File: src/rtl/spi_slave_tx_if.sv
`timescale 1ns/1ps
// Pin and handshake bundle of the SPI MISO transmitter.
// The slave modport is the transmitter; the master modport is the SPI master plus the frame source.
interface spi_slave_tx_if #(
    parameter int FRAME_WIDTH = 24
);
    logic                   sclk;
    logic                   cs;
    logic                   miso;
    logic [FRAME_WIDTH-1:0] i_tx_frame;
    logic                   i_tx_load;
    logic                   o_tx_ready;
    logic                   o_tx_busy;
    logic                   o_tx_done;
    logic                   o_tx_abort;
    logic                   o_tx_underrun;

    modport slave (
        input  sclk,
        input  cs,
        input  i_tx_frame,
        input  i_tx_load,
        output miso,
        output o_tx_ready,
        output o_tx_busy,
        output o_tx_done,
        output o_tx_abort,
        output o_tx_underrun
    );

    modport master (
        output sclk,
        output cs,
        output i_tx_frame,
        output i_tx_load,
        input  miso,
        input  o_tx_ready,
        input  o_tx_busy,
        input  o_tx_done,
        input  o_tx_abort,
        input  o_tx_underrun
    );
endinterface

File: src/rtl/spi_slave_tx.sv
`timescale 1ns/1ps
// SPI mode-0 MISO transmitter: one MSB-first status frame per chip-select window, sysclk domain.
// Optional macro MISO_TRISTATE_EN releases miso (1'bz) while idle or in reset.
module spi_slave_tx #(
    parameter int                     FRAME_WIDTH = 24,
    parameter logic [FRAME_WIDTH-1:0] IDLE_FILL   = '0,
    parameter int                     SYNC_STAGES = 2
) (
    input  logic          sysclk,
    input  logic          rst,
    spi_slave_tx_if.slave bus
);
    localparam int SYNC_N = (SYNC_STAGES < 2) ? 2 : SYNC_STAGES;
    localparam int CNT_W  = $clog2(FRAME_WIDTH + 1);
    localparam logic [CNT_W-1:0] LAST_IDX = CNT_W'(FRAME_WIDTH - 1);

    typedef enum logic [1:0] {
        IDLE  = 2'd0,
        SHIFT = 2'd1,
        HOLD  = 2'd2
    } state_t;

    // Synchronizer chains: indices 0..SYNC_N-1 sync, index SYNC_N is the edge-history flop.
    logic [SYNC_N:0] sclk_pipe_q, sclk_pipe_d;
    logic [SYNC_N:0] cs_pipe_q, cs_pipe_d;

    for (genvar gi = 0; gi <= SYNC_N; gi++) begin : g_sync
        if (gi == 0) begin : g_head
            assign sclk_pipe_d[gi] = bus.sclk;
            assign cs_pipe_d[gi]   = bus.cs;
        end else begin : g_tail
            assign sclk_pipe_d[gi] = sclk_pipe_q[gi-1];
            assign cs_pipe_d[gi]   = cs_pipe_q[gi-1];
        end
    end

    logic sclk_rise;
    logic cs_fall;
    logic cs_rise;

    assign sclk_rise =  sclk_pipe_q[SYNC_N-1] & ~sclk_pipe_q[SYNC_N];
    assign cs_fall   = ~cs_pipe_q[SYNC_N-1]   &  cs_pipe_q[SYNC_N];
    assign cs_rise   =  cs_pipe_q[SYNC_N-1]   & ~cs_pipe_q[SYNC_N];

    state_t                 state_q, state_d;
    logic [FRAME_WIDTH-1:0] shift_q, shift_d;
    logic [CNT_W-1:0]       cnt_q, cnt_d;
    logic                   miso_q, miso_d;
    logic [FRAME_WIDTH-1:0] pend_q, pend_d;
    logic                   pend_valid_q, pend_valid_d;
    logic                   done_q, done_d;
    logic                   abort_q, abort_d;
    logic                   underrun_q, underrun_d;
    logic                   load_ok;
    logic [FRAME_WIDTH-1:0] tx_frame;

    always_ff @(posedge sysclk) begin
        if (rst) begin
            sclk_pipe_q  <= '0;
            cs_pipe_q    <= '1;
            state_q      <= IDLE;
            shift_q      <= '0;
            cnt_q        <= '0;
            miso_q       <= 1'b0;
            pend_q       <= '0;
            pend_valid_q <= 1'b0;
            done_q       <= 1'b0;
            abort_q      <= 1'b0;
            underrun_q   <= 1'b0;
        end else begin
            sclk_pipe_q  <= sclk_pipe_d;
            cs_pipe_q    <= cs_pipe_d;
            state_q      <= state_d;
            shift_q      <= shift_d;
            cnt_q        <= cnt_d;
            miso_q       <= miso_d;
            pend_q       <= pend_d;
            pend_valid_q <= pend_valid_d;
            done_q       <= done_d;
            abort_q      <= abort_d;
            underrun_q   <= underrun_d;
        end
    end

    always_comb begin
        state_d      = state_q;
        shift_d      = shift_q;
        cnt_d        = cnt_q;
        miso_d       = miso_q;
        pend_d       = pend_q;
        pend_valid_d = pend_valid_q;
        done_d       = 1'b0;
        abort_d      = 1'b0;
        underrun_d   = 1'b0;
        tx_frame     = IDLE_FILL;
        load_ok      = bus.i_tx_load & ~pend_valid_q;

        if (load_ok) begin
            pend_d       = bus.i_tx_frame;
            pend_valid_d = 1'b1;
        end

        unique case (state_q)
            IDLE: begin
                miso_d = 1'b0;
                cnt_d  = '0;
                if (cs_fall) begin
                    // A load landing on the cs-fall cycle bypasses the empty buffer.
                    if (pend_valid_q) begin
                        tx_frame     = pend_q;
                        pend_valid_d = 1'b0;
                    end else if (load_ok) begin
                        tx_frame     = bus.i_tx_frame;
                        pend_valid_d = 1'b0;
                    end else begin
                        underrun_d   = 1'b1;
                    end
                    shift_d = tx_frame;
                    miso_d  = tx_frame[FRAME_WIDTH-1];
                    state_d = SHIFT;
                end
            end
            SHIFT: begin
                if (cs_rise) begin
                    abort_d = 1'b1;
                    miso_d  = 1'b0;
                    cnt_d   = '0;
                    state_d = IDLE;
                end else if (sclk_rise) begin
                    // The master has just sampled miso, so the next bit can be launched.
                    cnt_d   = cnt_q + 1'b1;
                    shift_d = {shift_q[FRAME_WIDTH-2:0], 1'b0};
                    if (cnt_q == LAST_IDX) begin
                        done_d  = 1'b1;
                        miso_d  = 1'b0;
                        state_d = HOLD;
                    end else begin
                        miso_d  = shift_q[FRAME_WIDTH-2];
                    end
                end
            end
            HOLD: begin
                miso_d = 1'b0;
                if (cs_rise) begin
                    cnt_d   = '0;
                    state_d = IDLE;
                end
            end
            default: begin
                miso_d  = 1'b0;
                cnt_d   = '0;
                state_d = IDLE;
            end
        endcase
    end

    assign bus.o_tx_ready    = ~pend_valid_q;
    assign bus.o_tx_busy     = (state_q != IDLE);
    assign bus.o_tx_done     = done_q;
    assign bus.o_tx_abort    = abort_q;
    assign bus.o_tx_underrun = underrun_q;

`ifdef MISO_TRISTATE_EN
    assign bus.miso = (rst || state_q == IDLE) ? 1'bz : miso_q;
`else
    assign bus.miso = miso_q;
`endif

endmodule

File: src/flat_wrapper.sv
// flat-port wrapper written by rule: the top's interface ports become plain ports
module spi_slave_tx_flat 
#(
    parameter int                     FRAME_WIDTH = 24,
    parameter logic [FRAME_WIDTH-1:0] IDLE_FILL   = '0,
    parameter int                     SYNC_STAGES = 2
)
  (sysclk, rst, bus_sclk, bus_cs, bus_i_tx_frame, bus_i_tx_load, bus_miso, bus_o_tx_ready, bus_o_tx_busy, bus_o_tx_done, bus_o_tx_abort, bus_o_tx_underrun);
  spi_slave_tx_if #(.FRAME_WIDTH(FRAME_WIDTH)) bus_i ();
  input  logic sysclk;
  input  logic rst;
  input wire logic [$bits(bus_i.sclk)-1:0] bus_sclk;
  input wire logic [$bits(bus_i.cs)-1:0] bus_cs;
  input wire logic [$bits(bus_i.i_tx_frame)-1:0] bus_i_tx_frame;
  input wire logic [$bits(bus_i.i_tx_load)-1:0] bus_i_tx_load;
  output wire logic [$bits(bus_i.miso)-1:0] bus_miso;
  output wire logic [$bits(bus_i.o_tx_ready)-1:0] bus_o_tx_ready;
  output wire logic [$bits(bus_i.o_tx_busy)-1:0] bus_o_tx_busy;
  output wire logic [$bits(bus_i.o_tx_done)-1:0] bus_o_tx_done;
  output wire logic [$bits(bus_i.o_tx_abort)-1:0] bus_o_tx_abort;
  output wire logic [$bits(bus_i.o_tx_underrun)-1:0] bus_o_tx_underrun;
  assign bus_i.sclk = bus_sclk;
  assign bus_i.cs = bus_cs;
  assign bus_i.i_tx_frame = bus_i_tx_frame;
  assign bus_i.i_tx_load = bus_i_tx_load;
  assign bus_miso = bus_i.miso;
  assign bus_o_tx_ready = bus_i.o_tx_ready;
  assign bus_o_tx_busy = bus_i.o_tx_busy;
  assign bus_o_tx_done = bus_i.o_tx_done;
  assign bus_o_tx_abort = bus_i.o_tx_abort;
  assign bus_o_tx_underrun = bus_i.o_tx_underrun;
  spi_slave_tx #(.FRAME_WIDTH(FRAME_WIDTH), .IDLE_FILL(IDLE_FILL), .SYNC_STAGES(SYNC_STAGES)) u_core (.sysclk(sysclk), .rst(rst), .bus(bus_i));
endmodule
File: config.mk
export PLATFORM = sky130hd
export DESIGN_NAME = spi_slave_tx_flat
export DESIGN_NICKNAME = d
export VERILOG_FILES = /design/src/rtl/spi_slave_tx_if.sv /design/src/rtl/spi_slave_tx.sv /design/src/flat_wrapper.sv
export SDC_FILE = /design/constraint.sdc
export NUM_CORES = 1
export LEC_CHECK = 0
export ABC_CLOCK_PERIOD_IN_PS = 1800
export CAP_MARGIN = 10
export CORE_AREA = 5 5 78 80
export DETAILED_ROUTE_END_ITERATION = 10
export DIE_AREA = 0 0 83 85
export GPL_ROUTABILITY_DRIVEN = 0
export GPL_TIMING_DRIVEN = 0
export PLACE_DENSITY = 0.84
export SETUP_SLACK_MARGIN = 0.05
export SLEW_MARGIN = 20
export SYNTH_ARGS = -nofsm -noshare
export SYNTH_HDL_FRONTEND = slang
export SYNTH_SLANG_ARGS = --single-unit
File: constraint.sdc
create_clock -name sysclk -period 1.8 [get_ports sysclk]
set_clock_uncertainty 0.15 [all_clocks]
set_input_delay 0.54 -clock sysclk [delete_from_list [all_inputs] [get_ports sysclk]]
set_output_delay 0.54 -clock sysclk [all_outputs]
set_load 0.02 [all_outputs]
[After elaboration in Yosys (flattened, before gate mapping)]
Cells that the tools add are included.
W data, S select, Z words.
Word-level totals
  output and inout port bits: 6
  input port bits: 29
  register bits: 65
  word-level logic and storage cells: 71
Cells by class
  reduce and logical (&&, ||, !) cells: 9
  eq/ne operators: 9
  mux-type cells: 29
  bitwise logic cells: 12
  $add $sub $neg: 1
Operators by type and width (count)
  $mux W23: 3
  $mux W24: 2
  $pmux W23 S2: 1
  $mux W5: 3
  $mux W1: 12
  $mux W2: 5
  $pmux W5 S2: 1
  $not A1 Y1: 8
  $reduce_and A4 Y1: 2
  $reduce_or A4 Y1: 2
  $ne A2 B1 Y1 const B: 3
  $ne A3 B1 Y1 const B: 2
  $pmux W2 S3: 1
  $add A5 B1 Y5 const B: 1
  $eq A5 B5 Y1 const B: 1
  $and A1 B1 Y1: 4
  $reduce_bool A2 Y1: 2
  $eq A2 B1 Y1 const B: 1
  $eq A2 B2 Y1 const B: 1
  $logic_not A2 Y1: 1
  $ne A2 B2 Y1 const B: 1
  $pmux W1 S2: 1
  $reduce_and A2 Y1: 1
  $reduce_or A2 Y1: 1

[Logic depth before layout (Yosys ltp)]
  depth in word-level cells: 7
  gate-level depth with buffers: 7
  mapped depth without buffers: 5

[Worst setup path after synthesis]
Ideal clock, no wire load.
  kind: input-to-reg
  start point: input rst
  end point: register u_core.pend_q[0]
  setup slack: 0.131 ns
  stages on the path: 4
  arrival: 1.383 ns
  buffers on the path: 3
  data required time: 1.513 ns
  library setup time: 0.137 ns
  cells stage by stage: clkbuf_1 -> clkbuf_1 -> clkbuf_1 -> a21oi_1
RTL lines
  from (decl): RTL line flat_wrapper.sv:11  | input logic rst;
  to (signal assigned): RTL line spi_slave_tx.sv:77  | pend_q <= pend_d;
  to (decl): RTL line spi_slave_tx.sv:49  | logic [FRAME_WIDTH-1:0] pend_q, pend_d;
No word-level cell between the ends.

[Worst setup path in the final report]
  start point: register u_core.state_q[0]
  end point: output bus_o_tx_busy
Between the ends
  longest elaborated chain between the ends: 1
Ends and longest elaborated chain
  from (decl): RTL line spi_slave_tx.sv:45  | state_t state_q, state_d;
  from (signal assigned): RTL line spi_slave_tx.sv:73  | state_q <= state_d;
  $reduce_bool A2 Y1: RTL line spi_slave_tx.sv:158  | assign bus.o_tx_busy = (state_q != IDLE);
  to (decl): RTL line flat_wrapper.sv:18  | output wire logic [$bits(bus_i.o_tx_busy)-1:0] bus_o_tx_busy;
No other way between the ends.

==> key figures <==
Power and ir drop
  • Leak: 0.001329 µW
  • Switching share of total power: 25.05%
  • Combinational fraction of design power: 12.4%
  • Power Dens Cells: 898.9 mW/mm²
  • P_int: 2392 µW
  • Sw Pwr: 799.7 µW
  • Sequential Power Share: 47.8%
  • Maximum VDD drop: 0.5494 mV
  • Clock network power share: 39.8%

Place
  • Hpwl dp: 4623 µm
  • Buffers on Ports: 33

Floorplanning
  • Initial core utilization: 53.38%
  • Core area: 0.005338 mm²
  • # IOs: 35
  • Standard-cell rows: 27
  • DIE AREA: 0.007055 mm²
  • Die Y: 85 µm
  • Die W: 83 µm

Cells and area
  • Area grow syn2layout: 24.64%
  • # diodes: 0
  • Final #Nets: 421
  • Layout cells sized above 1: 15.91%
  • Most common cell after layout, fill and taps aside: nand2_1
  • Commonest cells after routing, fill and taps aside: 75 x nand2_1, 64 x a21oi_1, 63 x dfxtp_1

Global route
  • Vias in the first global route: 2,528
  • Pin count of the biggest net entering global routing: 12
  • Antenna violations before repair: 0
  • Remaining Overflow, GRT: 0
  • First-pass GRT wire length: 11,490 µm
  • Total GRT Usage: 20.03%

Detailed routing
  • Vias/cell: 5.474
  • Final wirelength: 6848 µm
  • Final ANT Viol Nets: 0
  • Routed len/inst: 14.63 µm
  • Vias: 2,562
  • Number of remaining DRC errors: 0
  • DR iter-0 viols: 130
  • DR pass1 iterations: 4

Worst setup path
  • CP Max Fanout: 4
  • Type of origin of the critical path: flip-flop
  • Critical Path RT: 1.11 ns
  • Crit path from: u_core.state_q[0]
  • Worst path arrival time: 1.08 ns
  • Flop2flop setup slack: 0.11 ns
  • Setup crit end kind: output port
  • Reg-to-reg startpoint: u_core.state_q[0]
  • WS Path Type: flip-flop to output port

Clock network
  • TritonCTS clock tree: built
  • Clk sink count: 65
  • CTS Buf Count: 9
  • Cts hold-fix bufs: 0
  • Worst skew pair latency: 0.34 ns
  • Maximum level of the CTS H-tree: 3
  • Root buffer cell: clkbuf_8
  • CTS clk-pin slew, worst paths: 0.07 ns
  • Max clock buf depth: 2

STA
  • Hold slack: 0.2773 ns
  • Slew Limit Headroom: 65.18%
  • Final Hold Viols: 0
  • Setup TNS: 0 ns
  • Crit share post-route: 98.48%
  • Slew Limit Fails: 0
  • FMAX: 0.5641 GHz
  • Minimum clock period: 1.773 ns
  • Setup repair after global routing missed its margin: true
  • # setup viols final: 0
  • Worst slew pin tran: 0.5223 ns

Logic synthesis
  • Synth area leaders: dfxtp_1 46%, a21oi_1 11%, nand2_1 9.9%, a211o_1 6.8%, nor2_1 3.4%
  • Number of synthesized flops with an enable pin: 0
  • Top FF cell, synth: dfxtp_1
  • Syn nets: 371
  • Flops & latches, synth: 65
  • Syn_area_per_cell: 8.355 µm²
  • Syn Inst Count: 341
  • Mapped Area: 0.002849 mm²
  • Synth top area share: 45.67%
  • Cell taking the most area after synthesis: dfxtp_1
  • Number of library cell types mapped by synthesis: 41
  • Ys async rst share: 0%
  • Yosys Warn Count: 0
  • Sequential fraction of the synthesis area: 45.67%

Worst hold path
  • Worst Hold Class: flip-flop to flip-flop
  • Hold wc startpoint: u_core.cs_pipe_q[0]

Flow run
  • Max-Cap Viols: 0

Outcome
  • Run status: completed
sequential cells by signal, indices dropped and copies added, names as in the netlist:
register	count
u_core.shift_q	23
u_core.pend_q	24
u_core.bus.o_tx_underrun	1
u_core.bus.miso	1
u_core.bus.o_tx_abort	1
u_core.cs_pipe_q	3
u_core.pend_valid_q	1
u_core.bus.o_tx_done	1
u_core.cnt_q	5
u_core.sclk_pipe_q	3
u_core.state_q	2
cells in the mapped netlist (3+ instances only):
cell type  count
or2_2          4
nor2_1        26
a211o_1       22
nor3_1         9
nand2b_1       6
nand2_1       75
a21oi_2        7
buf_2          9
a21oi_1       64
clkbuf_1       9
dfxtp_1       65
nor2b_1        7
buf_6          3
o21ai_0        4
power groups by stage:
stage / combinational (µW) / sequential, µW / clock (µW)
after global routing: 435 / 1530 / 1350
after CTS: 377 / 1530 / 1280
after detailed placement: 371 / 1560 / 0
after global placement: 363 / 1550 / 0
after floorplan: 237 / 1550 / 0
final: 396 / 1530 / 1270
cell type report:
type	instances	area (µm²)
Multi-Input combinational cell	249	1366
Clock buffer	12	155.1
Sequential cell	65	1306
Timing Repair Buffer	39	366.6
Fill cell	476	1787
Inverter	1	3.754
Clock inverter	4	51.30
Tap cell	72	90.09
Buffer	26	211.5
cells by family after synthesis:
group	Yosys count	synth area share, %
and+or+nand+nor	140	22.49
AOI/OAI and AO/OA	108	24.86
DFF	65	45.67
buffers and inverters	27	6.543
adders and majority gates	1	0.4391
per-layer routing:
layer	global-route usage (%)	share of wire [%]
met5	0	0
met2	35.64	51
met3	4.466	4.1
met4	9.064	2.4
met1	22.94	42
worst max-delay path, stage by stage (launching register included):
cell and delay [ns]:
dfxtp_4 0.36, or2_4 0.25, buf_6 0.13
path summary, 6_finish.rpt:
path,endpoint,cells after the start
max,bus_o_tx_busy,2
min,u_core.cs_pipe_q[1],1
max reg2reg,u_core.shift_q[19],7
min reg2reg,u_core.cs_pipe_q[1],1
per-stage QoR:
step | util [%] | power, µW | cell area, µm² | cells | setup WS (ns)
2_1_floorplan | - | 1789 | 2849 | 341 | 0.1307
3_3_place_gp | 61.25 | 1917 | 3269 | 446 | -0.5854
3_5_place_dp | 61.25 | 1929 | 3269 | 446 | -0.6263
4_1_cts | 65.26 | 3182 | 3483 | 463 | -0.06997
5_1_grt | 66.53 | 3316 | 3551 | 468 | -0.005337
6_report | 66.53 | 3192 | 3551 | 468 | 0.02734
repair_timing:
item | CTS | global route
resized for setup | 20 | 16
endpoints found under the hold margin | 0 | 0
pin swaps | 0 | 2
setup endpoints to repair | 42 | 33
buffers inserted | 1 | 5
Power figures use the tool's default switching activity.
